## src/rtl/seq_mag_compare.sv

```systemverilog
// Chunk-serial magnitude comparator: compares A and B MSB-chunk first, CHUNK bits
// per cycle, stopping at the first differing chunk. Supports unsigned and signed compare.
module seq_mag_compare #(
  parameter int WIDTH = 8,
  parameter int CHUNK = 2,
  localparam int NCHUNK = WIDTH / CHUNK,
  localparam int CW = $clog2(NCHUNK + 1)
) (
  input  logic             clk,
  input  logic             reset,
  input  logic             start,
  input  logic             is_signed,
  input  logic [WIDTH-1:0] a,
  input  logic [WIDTH-1:0] b,
  output logic             ready,
  output logic             done,
  output logic             gt,
  output logic             eq,
  output logic             lt,
  output logic [CW-1:0]    cycles
);

  localparam int IW = (NCHUNK > 1) ? $clog2(NCHUNK) : 1;
  localparam logic [IW-1:0] TOP_IDX = IW'(NCHUNK - 1);
  localparam logic [CW-1:0] NCHUNK_C = CW'(NCHUNK);

  typedef enum logic [1:0] {IDLE, CMP, DONE} state_t;

  state_t state, state_nxt;

  logic [NCHUNK-1:0][CHUNK-1:0] a_ch, b_ch;
  logic                         sgn_r;
  logic [IW-1:0]                idx;
  logic [CHUNK-1:0]             ca, cb;
  logic                         flip_top;

  // Flipping the sign bit maps two's-complement order onto unsigned order.
  function automatic logic [CHUNK-1:0] bias_chunk(input logic [CHUNK-1:0] c,
                                                  input logic flip);
    logic [CHUNK-1:0] m;
    m = '0;
    m[CHUNK-1] = flip;
    return c ^ m;
  endfunction

  always_comb begin
    flip_top = sgn_r && (idx == TOP_IDX);
    ca = bias_chunk(a_ch[idx], flip_top);
    cb = bias_chunk(b_ch[idx], flip_top);
  end

  always_ff @(posedge clk) begin
    if (reset) state <= IDLE;
    else       state <= state_nxt;
  end

  always_comb begin
    state_nxt = state;
    ready     = 1'b0;
    done      = 1'b0;
    case (state)
      IDLE: begin
        ready = 1'b1;
        if (start) state_nxt = CMP;
      end
      CMP: begin
        if ((ca != cb) || (idx == '0)) state_nxt = DONE;
      end
      DONE: begin
        done      = 1'b1;
        state_nxt = IDLE;
      end
      default: state_nxt = IDLE;
    endcase
  end

  // Operand capture: data only, no reset needed.
  always_ff @(posedge clk) begin
    if (state == IDLE && start) begin
      a_ch  <= a;
      b_ch  <= b;
      sgn_r <= is_signed;
    end
  end

  always_ff @(posedge clk) begin
    if (reset) begin
      gt     <= 1'b0;
      eq     <= 1'b0;
      lt     <= 1'b0;
      cycles <= '0;
      idx    <= TOP_IDX;
    end else begin
      case (state)
        IDLE: begin
          if (start) begin
            gt  <= 1'b0;
            eq  <= 1'b0;
            lt  <= 1'b0;
            idx <= TOP_IDX;
          end
        end
        CMP: begin
          if (ca != cb) begin
            gt     <= (ca > cb);
            lt     <= (ca < cb);
            cycles <= NCHUNK_C - CW'(idx);
          end else if (idx == '0) begin
            eq     <= 1'b1;
            cycles <= NCHUNK_C;
          end else begin
            idx <= idx - 1'b1;
          end
        end
        default: ;
      endcase
    end
  end

endmodule

```

## config.mk

```make
export PLATFORM = sky130hd
export DESIGN_NAME = seq_mag_compare
export DESIGN_NICKNAME = d
export VERILOG_FILES = /design/src/rtl/seq_mag_compare.sv
export SDC_FILE = /design/constraint.sdc
export NUM_CORES = 1
export LEC_CHECK = 0
export CORE_ASPECT_RATIO = 1.25
export CORE_MARGIN = 2
export CORE_UTILIZATION = 50
export CTS_BUF_LIST = sky130_fd_sc_hd__clkbuf_8
export DETAILED_ROUTE_END_ITERATION = 7
export GPL_TIMING_DRIVEN = 0
export PLACE_DENSITY = 0.8
export SETUP_SLACK_MARGIN = 0.15
export SLEW_MARGIN = 20
export SYNTH_ARGS = -nofsm -noshare
export SYNTH_HDL_FRONTEND = slang
export SYNTH_SLANG_ARGS = --single-unit
```

## constraint.sdc

```tcl
create_clock -name clk -period 3.2 [get_ports clk]
set_input_delay 0.64 -clock clk [delete_from_list [all_inputs] [get_ports clk]]
set_output_delay 0.64 -clock clk [all_outputs]
set_load 0.02 [all_outputs]
```

==> impl_metrics.json, run 1 <==
{
  "status": "finished, final reports clean",
  "cts_hold_buf": 0,
  "io-pin-count": 28,
  "die-height_um": 57.97,
  "cts_htree_levels": 1,
  "antenna_found_initial": 0,
  "grt_max_degree": 18,
  "setup_tns_ns": 0,
  "final_cells": 147,
  "cp.required_ns": 3.40,
  "placementRows": 19,
  "synth-edff-count": 17,
  "critPathMaxFanout": 8,
  "worstMarginPinSlew_ns": 0.6053,
  "drive_gt1_share_pct": 11.21,
  "pre_cts_ws_ns": 0.6659,
  "final_common_cell": "clkdlybuf4s50_1",
  "ant_nets": 0,
  "avgSynthCellArea_um2": 13.70,
  "worstHoldEndpoint": "cycles[0]$_SDFFE_PP0P_",
  "die-area_um2": 2734,
  "drtIter0Drc": 11,
  "grtUsageTotal_pct": 16.96,
  "critPathSlowestCell": "mux4_2",
  "critPathKind": "reg2reg",
  "maxSlewHeadroom_pct": 59.60,
  "cts_root_buffer": "clkbuf_8",
  "finalSetupViolCount": 0,
  "antennaDiodeCount": 0,
  "die_x_um": 47.17,
  "fp.coreArea_um2": 2211,
  "start_kind": "flop",
  "grt_overflow": 0,
  "via_per_inst": 5.231,
  "grt_pass1_wl_um": 3249,
  "cts_tree": "done",
  "syn-num-nets": 109,
  "critPathCaptureType": "flop",
  "area_delta_synth_final_pct": 30.40,
  "final.min_clock_period_ns": 2.505,
  "synth_cell_type_count": 33,
  "cts_buffers": 3,
  "start_util_pct": 52.69,
  "max-cap-violations": 0,
  "dominantRegCellSynth": "edfxtp_1",
  "rr_endpoint": "lt$_SDFFE_PP0P_",
  "arrival_ns": 2.70,
  "power_density_nw_per_um2": 520.9,
  "fmax_mhz": 399.3,
  "worstHoldStart": "cycles[0]$_SDFFE_PP0P_",
  "rr_startpoint": "idx[0]$_SDFFE_PP1P_",
  "routedWlPerCell_um": 12.39,
  "worst_slack_ns": 0.6954,
  "routed_wl_um": 1822,
  "ys_ff_latch": 27,
  "vdd_ir_drop_max_mv": 0.3758,
  "hold_viol_final": 0,
  "portBuffers": 27,
  "clk_latency_ns": 0.27,
  "skew_ns": 0.003196,
  "clock_sinks": 27,
  "gp_congestion": 0.8340,
  "crit_path_cell_trace": "buf_2, mux4_2, xor2_1, ha_1, and2_1, or4_1, a21oi_1",
  "synth_cells": 85,
  "post-route-period-util_pct": 78.27,
  "rr_worst_depth": 7,
  "path_clk_slew_ns": 0.08,
  "final_cell_mix": "clkdlybuf4s50_1 (27), edfxtp_1 (17), dfxtp_1 (10), a21oi_1 (6), inv_1 (5)",
  "async_reset_ff_share_pct": 0,
  "slowest_delay_ns": 0.54,
  "cts_setup_buffers": 0,
  "drt-pass1-iter-count": 4,
  "dp.cells": 143,
  "rsz0062_at_grt": "false",
  "clockBufferDepth": 2,
  "drc": 0,
  "cts-resized-gates": 0,
  "min_path_type": "reg2reg",
  "leakage_nw": 0.5592,
  "ys.warnings.count": 0,
  "dpl.hpwl_um": 1425,
  "slew_viol_final": 0,
  "r2r_slack_ns": 0.70,
  "ys_seq_area_share_pct": 61.01,
  "holdPathStages": 2,
  "grt_pass1_vias": 796,
  "syn-cell-area_um2": 1165,
  "vias": 769,
  "layout.nets": 141
}
==> synthesized netlist by cell type, types with 2 or more instances <==
master	instances	area, µm²
and2b_2	2	17.52
o21ai_0	3	15.01
a21oi_1	6	30.03
nand3_1	3	15.01
nor2_1	2	7.510
clkbuf_1	3	11.26
nand2_1	3	11.26
dfxtp_1	10	200.2
o211ai_1	3	22.52
nor3_1	2	10.01
ha_1	4	50.05
mux4_2	4	90.09
edfxtp_1	17	510.5
inv_1	4	15.01
==> per-layer routing <==
| layer | track usage, % | wire (µm) | share of wire, % |
|---|---|---|---|
| met1 | 20.04 | 673 | 37 |
| met2 | 28.77 | 986 | 54 |
| met3 | 3.115 | 125 | 6.9 |
| met4 | 7.937 | 36 | 2.0 |
| met5 | 0 | 0 | 0 |
==> flip-flops by register name, summed over array words and instances, names as in the netlist, 2 cells and up <==
register  cells
idx           2
cycles        3
a_ch          8
state         2
b_ch          8
==> kinds of logic (layout without fill, tap and decap cells) <==
logic type | Yosys count | after routing | synth area share, %
AO/OA/AOI/OAI | 17 | 17 | 9.238
AND/OR/NAND/NOR | 21 | 21 | 11.71
flip-flops | 27 | 27 | 61.01
buffers and inverters | 9 | 40 | 3.651
XOR/XNOR | 2 | 2 | 1.504
multiplexers | 5 | 5 | 8.593
adder cells (fa/ha/maj) | 4 | 4 | 4.297
==> critical path, delay by kind of cell (launching register included) <==
family | cells | cell delay [ns]
simple gates | 2 | 0.68
mux | 1 | 0.54
flops | 1 | 0.34
fa+ha+maj | 1 | 0.33
buf+inv | 1 | 0.24
xor+xnor | 1 | 0.17
compound gates | 1 | 0.14
==> worst max-delay path by stage <==
stage                              endpoint                 from  cells past startpoint  slack [ns]
final                       lt$_SDFFE_PP0P_  idx[0]$_SDFFE_PP1P_                      7        0.70
after global routing        lt$_SDFFE_PP0P_  idx[0]$_SDFFE_PP1P_                      7        0.48
after CTS                   lt$_SDFFE_PP0P_  idx[0]$_SDFFE_PP1P_                      7        0.68
after floorplan             lt$_SDFFE_PP0P_  idx[0]$_SDFFE_PP1P_                      7        0.90
after detailed placement  b_ch[5]$_DFFE_PP_                start                      3        0.67
after global placement    b_ch[0]$_DFFE_PP_                start                      3        0.69
==> cell type report <==
cell class                 count  area [µm²]
buffer                         5       27.53
clock buffer                   3       41.29
clock inverter                 1       3.754
fill                         175       691.9
inverter                       4       15.01
multi-input combinational     49       411.6
sequential                    27       710.7
tap                           31       38.79
timing repair buffer          27       270.3
==> power breakdown <==
| group | internal (mW) | leakage (nW) | switching [mW] | total (mW) |
|---|---|---|---|---|
| Sequential | 0.405 | 0.244 | 0.00976 | 0.415 |
| Combinational | 0.0947 | 0.288 | 0.0990 | 0.194 |
| Clock | 0.0859 | 0.0269 | 0.0969 | 0.183 |
==> per-stage QoR <==
step | util, % | total power, mW | cell area [µm²] | hold slack [ns]
after floorplan | - | 0.5497 | 1165 | 0.4848
after global placement | 66.67 | 0.6102 | 1474 | 0.4594
after detailed placement | 66.67 | 0.6177 | 1474 | 0.4691
after CTS | 68.70 | 0.8003 | 1519 | 0.4817
after global routing | 68.70 | 0.8403 | 1519 | 0.5232
final | 68.70 | 0.7912 | 1519 | 0.4785
Power figures use the tool's default switching activity.
==> run 2, diff against run 1 <==
- CORE_UTILIZATION: 50 -> 45
- PLACE_DENSITY: 0.8 -> 0.76
- clock period: 3.2 -> 2.3 ns (I/O delays scaled with it)
==> run 2 against run 1 <==
Against the previous run: sequential power rose by 40%; critical path type unchanged; sequential share of layout area fell by 2.1 points; wire length rose by 13%.
==> impl_metrics.json, run 2 (synthesis gave the netlist of run 1 again) <==
{
  "endpoint": "lt$_SDFFE_PP0P_",
  "routedWlPerCell_um": 13.46,
  "finalSetupViolCount": 0,
  "largest_registers": "a_ch x8, b_ch x8, cycles x3",
  "rr_startpoint": "idx[0]$_SDFFE_PP1P_",
  "final_cells": 153,
  "r2r_slack_ns": 0.04,
  "status": "finished, final reports clean",
  "cts_htree_levels": 1,
  "setup_tns_ns": 0,
  "p_seq_share_pct": 49.7,
  "placementRows": 20,
  "grt_overflow": 0,
  "clkPwrFrac_pct": 22.1,
  "vias": 799,
  "skew_ns": 0.002816,
  "portBuffers": 27,
  "antennaDiodeCount": 0,
  "final.min_clock_period_ns": 2.263,
  "fp.coreArea_um2": 2452,
  "grt_pass1_vias": 866,
  "antenna_found_initial": 0,
  "via_per_inst": 5.222,
  "critPathLaunch": "idx[0]$_SDFFE_PP1P_",
  "drive_gt1_share_pct": 20.83,
  "die-area_um2": 3014,
  "critPathKind": "reg2reg",
  "p_sw_share_pct": 26.70,
  "leakage_nw": 0.5907,
  "gp_congestion": 0.8060,
  "maxSlewHeadroom_pct": 57.62,
  "min_path_type": "reg2reg",
  "slew_viol_final": 0,
  "critPathCaptureType": "flop",
  "io-pin-count": 28,
  "fmax_mhz": 442.0,
  "critPathMaxFanout": 5,
  "max-cap-violations": 0,
  "arrival_ns": 2.47,
  "slowest_delay_ns": 0.50,
  "n_fill_cell": 202,
  "crit_path_cell_trace": "buf_6, mux4_2, xor2_1, ha_1, and2_4, or4_4, a21oi_2",
  "layout.nets": 145,
  "holdWs_ns": 0.4620,
  "drt-pass1-iter-count": 4,
  "grt_max_degree": 18,
  "vdd_ir_drop_max_mv": 0.5071,
  "post-route-period-util_pct": 98.38,
  "ant_nets": 0,
  "cts_tree": "done",
  "final_common_cell": "clkdlybuf4s50_1",
  "clock_sinks": 27,
  "rr_endpoint": "lt$_SDFFE_PP0P_",
  "power_switching_mw": 0.3109,
  "holdPathStages": 2,
  "power_density_nw_per_um2": 731.7,
  "comb_power_share_pct": 28.1,
  "cp.required_ns": 2.51,
  "final_cell_mix": "clkdlybuf4s50_1 (27), edfxtp_1 (17), dfxtp_1 (9), inv_1 (5), a21oi_1 (5)",
  "path_clk_slew_ns": 0.09,
  "drc": 0,
  "grt_pass1_wl_um": 3553,
  "drtIter0Drc": 23,
  "internal-power_mw": 0.8536,
  "worstMarginPinSlew_ns": 0.6350,
  "cts_hold_buf": 0,
  "clk_latency_ns": 0.27,
  "critPathSlowestCell": "mux4_2",
  "die-height_um": 60.89,
  "die_x_um": 49.51,
  "cts_root_buffer": "clkbuf_8",
  "hold_viol_final": 0,
  "rsz0062_at_grt": "true",
  "clockBufferDepth": 2,
  "design_area_um2": 1592,
  "dp.cells": 145,
  "start_util_pct": 47.50,
  "start_kind": "flop",
  "grtUsageTotal_pct": 16.23,
  "rr_worst_depth": 7,
  "routed_wl_um": 2059,
  "dpl_cell_area_um2": 1486,
  "cts_buffers": 3,
  "area_delta_synth_final_pct": 36.63,
  "dpl.hpwl_um": 1509
}
==> run 2: cell count changes in the layout (fill, tap and decap cells not counted), sizes merged <==
| cell | change |
|---|---|
| buf | +4 |
==> run 2: worst min-delay path by stage <==
stage / start / to / slack (ns)
after floorplan: state[1]$_SDFFE_PP0P_ / state[0]$_SDFFE_PP0P_ / 0.48
after global placement: cycles[1]$_SDFFE_PP0P_ / cycles[1]$_SDFFE_PP0P_ / 0.46
after detailed placement: cycles[0]$_SDFFE_PP0P_ / cycles[0]$_SDFFE_PP0P_ / 0.47
after CTS: cycles[0]$_SDFFE_PP0P_ / cycles[0]$_SDFFE_PP0P_ / 0.48
after global routing: cycles[0]$_SDFFE_PP0P_ / cycles[0]$_SDFFE_PP0P_ / 0.51
final: cycles[0]$_SDFFE_PP0P_ / cycles[0]$_SDFFE_PP0P_ / 0.46
==> run 2: area by class of cell <==
class	instances	area (µm²)	share of cell area (%)
tap	33	41.29	2.594
buffer	5	43.79	2.752
inverter	4	15.01	0.9434
sequential	27	711.9	44.73
multi-input combinational	49	434.2	27.28
clock buffer	3	41.29	2.594
timing repair buffer	31	300.3	18.87
clock inverter	1	3.754	0.2358
==> run 2: per-layer routing <==
metal | routed length, µm | global-route usage [%] | vias to the layer above
met4 | 91 | 11.90 | 0
met2 | 1099 | 31.66 | 35
met1 | 738 | 15.19 | 371
met3 | 130 | 3.202 | 9
li1 | - | - | 384
met5 | 0 | 0 | -
==> run 2: power by group through the flow <==
stage	Combinational [mW]	Sequential, mW	Clock [mW]
detailed placement	0.281	0.591	0
global route	0.352	0.584	0.284
CTS	0.312	0.579	0.266
finish	0.328	0.579	0.258
global placement	0.272	0.587	0
floorplan	0.179	0.595	0
==> run 2: per-stage QoR <==
stage	setup WS, ns	total power, mW	util (%)
2_1_floorplan	0.06744	0.7743	-
3_3_place_gp	-0.02723	0.8593	60.61
3_5_place_dp	-0.06301	0.8717	60.61
4_1_cts	0.02148	1.157	64.08
5_1_grt	-0.04264	1.220	64.90
6_report	0.03731	1.165	64.90
==> run 2: repair_timing <==
action	CTS	global route
pin swaps	2	6
resized for setup	3	7
endpoints found under the hold margin	0	0
endpoints found under the setup margin	6	9
setup buffers	4	0
==> run 2: critical path, delay by kind of cell, from the launching register on <==
kind	cells	cell delay, ns
AO/OA/AOI/OAI	1	0.11
XOR/XNOR	1	0.16
adder cells (fa/ha/maj)	1	0.35
buffers and inverters	1	0.11
flip-flops	1	0.34
multiplexers	1	0.50
AND/OR/NAND/NOR	2	0.63
==> RTL edit 1 (flow settings as in run 2) <==
Change the parameter `WIDTH` from 8 to 4.
--- a/src/rtl/seq_mag_compare.sv
+++ b/src/rtl/seq_mag_compare.sv
@@ -3,3 +3,3 @@
 module seq_mag_compare #(
-  parameter int WIDTH = 8,
+  parameter int WIDTH = 4,
   parameter int CHUNK = 2,
Interface: changed (resized a, b and cycles); port bits go from 28 to 19. The function was not compared with the original's and may differ.
==> RTL edit 1 against run 2 <==
- wire length decreased by 52%
- area after synthesis fell by 40%
- critical path depth is 1 lower
- sequential cell count decreased by 10
- worst hold slack improved by 0.0023 ns
- highest routed layer unchanged
- power is 40% lower
- setup slack better by 0.24 ns
- maximum frequency is 12% higher
- cell area is 41% lower
- non-clock buffer count fell by 16
==> RTL edit 1: results (changes against run 2) <==
power:
  p_leak_nw: 0.346  # -41%
  ir_drop_mv: 0.438  # -14%
cells_and_area:
  final_nets: 96  # -34%
  drive_above_1_share: 0.0988  # -0.110
  instances_no_fill: 98  # -36%
  largestRegisters: "a_ch x4, b_ch x4"
  fill_cells: 118  # -42%
placement:
  dp.cells: 94  # -35%
  gp_congestion: 0.696  # -14%
  dp_worst_setup_slack_ns: 0.0584  # +0.121 ns
  hpwl_um: 756  # -50%
  port_buffers: 17  # -37%
drt:
  drtIter0Drc: 7  # -70%
  routed-via-count: 509  # -36%
critical_path:
  r2r_start: "idx"
  cp.arrival_ns: 2.20  # -0.27 ns
  crit_fanout: 10  # +5
  r2r_slack_ns: 0.28  # +0.24 ns
logic_synthesis:
  yosysSeqAreaShare: 0.613  # +0.00309
  synth_fp_nets: 74  # -32%
  synth_compound_area_frac: 0.137  # +0.0449
  synth_xor_xnor_area_share: 0.0250  # +0.00992
  synthAdderAreaFrac: 0.0357  # -0.00731
  ys_top_cells_by_count: "edfxtp_1 (9), dfxtp_1 (8), a21oi_1 (5), nor2_1 (5), nand2_1 (4)"
  syn-instance-count: 60  # -29%
  synth_edf_count: 9  # -8
  muxShareOfSynthArea: 0.0303  # -0.0556
sta:
  worstMarginPinSlew_ns: 0.380  # -0.255 ns
  fin_skew_ns: 0.00235  # -0.000470 ns
  fin_crit_ns: 2.02  # -0.243 ns
global_route:
  grt_max_degree: 12  # -6
  track_usage: 0.138  # -0.0243
hold_path:
  min_from: "eq"
  min_to: "eq"
outcome:
  status: "complete, no violations"
clock_network:
  clk_latency_ns: 0.25  # -0.02 ns
[RTL edit 1: cell types whose count changed after synthesis, moves of 2 or more]
cell / run 2 / this run
and2b_2: 2 / 0
dfxtp_1: 10 / 8
edfxtp_1: 17 / 9
ha_1: 4 / 2
inv_1: 4 / 1
mux4_2: 4 / 0
nand2b_1: 0 / 2
nand3_1: 3 / 0
nor2_1: 2 / 5
[RTL edit 1: worst max-delay path, stage by stage, from the launching register on]
cell and delay [ns]:
dfxtp_1 0.34, clkbuf_4 0.20, mux2_2 0.35, ha_1 0.28, and2_1 0.22, a2111o_1 0.44
a21oi_2 0.13
[RTL edit 1: area by class of cell]
cell class	instances	share of cell area
inverter	1	0.00398
tap	17	0.0226
clock inverter	1	0.00398
multi-input combinational	39	0.271
sequential	17	0.457
buffer	3	0.0173
timing repair buffer	17	0.181
clock buffer	3	0.0438
[RTL edit 1: per-stage QoR]
stage | utilization | hold WS [ns] | total power [mW] | cell area (sq um)
3_3_place_gp | 0.626 | 0.445 | 0.496 | 893
4_1_cts | 0.659 | 0.460 | 0.709 | 940
2_1_floorplan | - | 0.501 | 0.448 | 702
5_1_grt | 0.661 | 0.482 | 0.744 | 942
3_5_place_dp | 0.626 | 0.457 | 0.498 | 893
6_report | 0.661 | 0.464 | 0.702 | 942
[RTL edit 1: worst max path at each step]
| stage | startpoint | depth (start not counted) | endpoint |
|---|---|---|---|
| floorplan | idx | 6 | lt |
| global placement | idx | 6 | lt |
| detailed placement | idx | 6 | lt |
| CTS | idx | 6 | lt |
| global route | idx | 6 | lt |
| finish | idx | 6 | lt |
[RTL edit 1: where the power goes]
| part | internal (mW) | leakage (nW) | total, mW | switching, mW |
|---|---|---|---|---|
| sequential | 0.345 | 0.151 | 0.355 | 0.00994 |
| clock | 0.118 | 0.0269 | 0.209 | 0.0912 |
| combinational | 0.0670 | 0.168 | 0.137 | 0.0696 |
[RTL edit 1: layer usage]
layer | vias to the layer above | routed length [um] | part of all wire | track usage
li1 | 257 | - | - | -
met1 | 227 | 399 | 0.41 | 0.156
met2 | 20 | 476 | 0.48 | 0.210
met3 | 5 | 70 | 0.071 | 0.0411
met4 | 0 | 36 | 0.037 | 0.124
met5 | - | 0 | 0 | 0
[RTL edit 1: cells by family (layout without fill, tap and decap cells)]
group	count (synthesis)	in the layout
adder cells (fa/ha/maj)	2	2
XOR/XNOR	2	2
AO/OA/AOI/OAI	15	15
buffers and inverters	4	25
flip-flops	17	17
multiplexers	2	2
AND/OR/NAND/NOR	18	18
[RTL edit 1: timing repair]
item                                    in CTS  in global routing
pin swaps                                    0                  0
buffers inserted                             0                  0
endpoints found under the setup margin       1                  1
resized for setup                            1                  3
==> RTL edit 2 (config.mk and constraints of run 2) <==
Without the edit above. The 3 states of `state_t` get a one-hot encoding in 3 bits.
--- a/src/rtl/seq_mag_compare.sv
+++ b/src/rtl/seq_mag_compare.sv
@@ -26,3 +26,3 @@
 
-  typedef enum logic [1:0] {IDLE, CMP, DONE} state_t;
+  typedef enum logic [2:0] {IDLE = 3'b001, CMP = 3'b010, DONE = 3'b100} state_t;
 
Behaviour: no difference found for any inputs over 10 cycles, from zero or initial values and one cycle with reset high; not proved beyond that.
==> RTL edit 2 against run 2 <==
- wire length is 5.7% lower
- sequential cell count is 1 higher
- area after synthesis is 0.11% lower
- setup slack better by 0.088 ns
- maximum frequency is 4.1% higher
- final cell count is 2.0% lower
- cell area is 0.47% lower
- worst hold slack better by 0.022 ns
Power is not compared: it rests on default switching activity, and its combinational part moved more than twofold at a synthesized area within 25%.
==> RTL edit 2: results (changes against run 2) <==
critical_path:
  cp_top_family: "multiplexers"
  r2r_slack_ns: 0.13  # +0.09 ns
  cp_slowest_cell: "mux4_2"
  crit_fanout: 6  # +1
  cp.arrival_ns: 2.35  # -0.12 ns
hold_path:
  min_to: "cycles[2]"
  min_from: "cycles[2]"
clock_network:
  cts_buffers: 3  # unchanged
  cts_resized: 4  # +1
  postCtsSetupBuffers: 3  # -1
outcome:
  status: "complete, no violations"
logic_synthesis:
  ys_top_cells_by_count: "edfxtp_1 (17), dfxtp_1 (11)"
  synth_compound_area_frac: 0.0774  # -0.0150
  synth_xor_xnor_area_share: 0.0151  # +0.0000162
  synth_area_leaders: "edfxtp_1 (44%), dfxtp_1 (19%), mux4_2 (7.7%), ha_1 (4.3%), nor2b_1 (2.2%)"
  muxShareOfSynthArea: 0.0946  # +0.00869
  yosysSeqAreaShare: 0.628  # +0.0179
  ys_types: 30  # -9.1%
  synthAdderAreaFrac: 0.0430  # +0.0000462
drt:
  finalWirelength_um: 1940  # -5.7%
  routed-via-count: 773  # -3.3%
  drt_pass1_iterations: 2  # -2
power:
  p_leak_nw: 0.600
sta:
  worstMarginPinSlew_ns: 0.690  # +0.0551 ns
placement:
  dp_worst_setup_slack_ns: -0.0222  # +0.0408 ns
  dpl-instance-area_sq_mm: 0.00148  # -0.76%
  hpwl_um: 1470  # -2.7%
  gp_congestion: 0.785  # -2.6%
cells_and_area:
  largestRegisters: "a_ch x8, b_ch x8"
  fill_cells: 212  # +5.0%
  drive_above_1_share: 0.179  # -0.0288
  final_nets: 142  # -2.1%
global_route:
  track_usage: 0.155  # -0.00755
  grt_pass1_wl_um: 3440  # -3.1%
  grt_pass1_vias: 851  # -1.7%
## RTL edit 2: changes by cell type after synthesis, sizes merged, moves of 2 or more
cell | before | now
a21oi | 6 | 3
and2b | 3 | 0
clkbuf | 3 | 1
nor2b | 1 | 4
nor3b | 0 | 3
## RTL edit 2: area by class of cell
cell class,count,share of cell area
repair buffers,32,0.194
inverters,4,0.00948
multi-input cells,47,0.264
plain buffers,2,0.00948
well taps,33,0.0261
flip-flops and latches,28,0.462
clock buffers,4,0.0348
## RTL edit 2: logic make-up (layout without fill, tap and decap cells)
logic type,after synthesis,count (layout)
flip-flops,28,28
AND/OR/NAND/NOR,22,22
AO/OA/AOI/OAI,13,13
multiplexers,6,6
buffers and inverters,6,42
adder cells (fa/ha/maj),4,4
XOR/XNOR,2,2
## RTL edit 2: metal layers
| layer | track usage | routed length (um) | up-vias |
|---|---|---|---|
| met2 | 0.307 | 1100 | 31 |
| met5 | 0 | 0 | - |
| met4 | 0.0952 | 59 | 0 |
| met1 | 0.149 | 686 | 359 |
| met3 | 0.0296 | 95 | 8 |
| li1 | - | - | 375 |
## RTL edit 2: power groups by stage
stage / Sequential [mW] / Combinational [mW] / Clock [mW]
finish: 0.572 / 0.130 / 0.298
global placement: 0.580 / 0.114 / 0
floorplan: 0.581 / 0.0639 / 0
global route: 0.575 / 0.142 / 0.321
detailed placement: 0.584 / 0.118 / 0
CTS: 0.572 / 0.121 / 0.302
## RTL edit 2: metrics by stage
step | hold slack (ns) | setup TNS [ns] | cells
after floorplan | 0.546 | 0 | 81
after global placement | 0.463 | 0 | 141
after detailed placement | 0.476 | -0.0306 | 141
after CTS | 0.489 | 0 | 148
after global routing | 0.520 | 0 | 150
final | 0.484 | 0 | 150
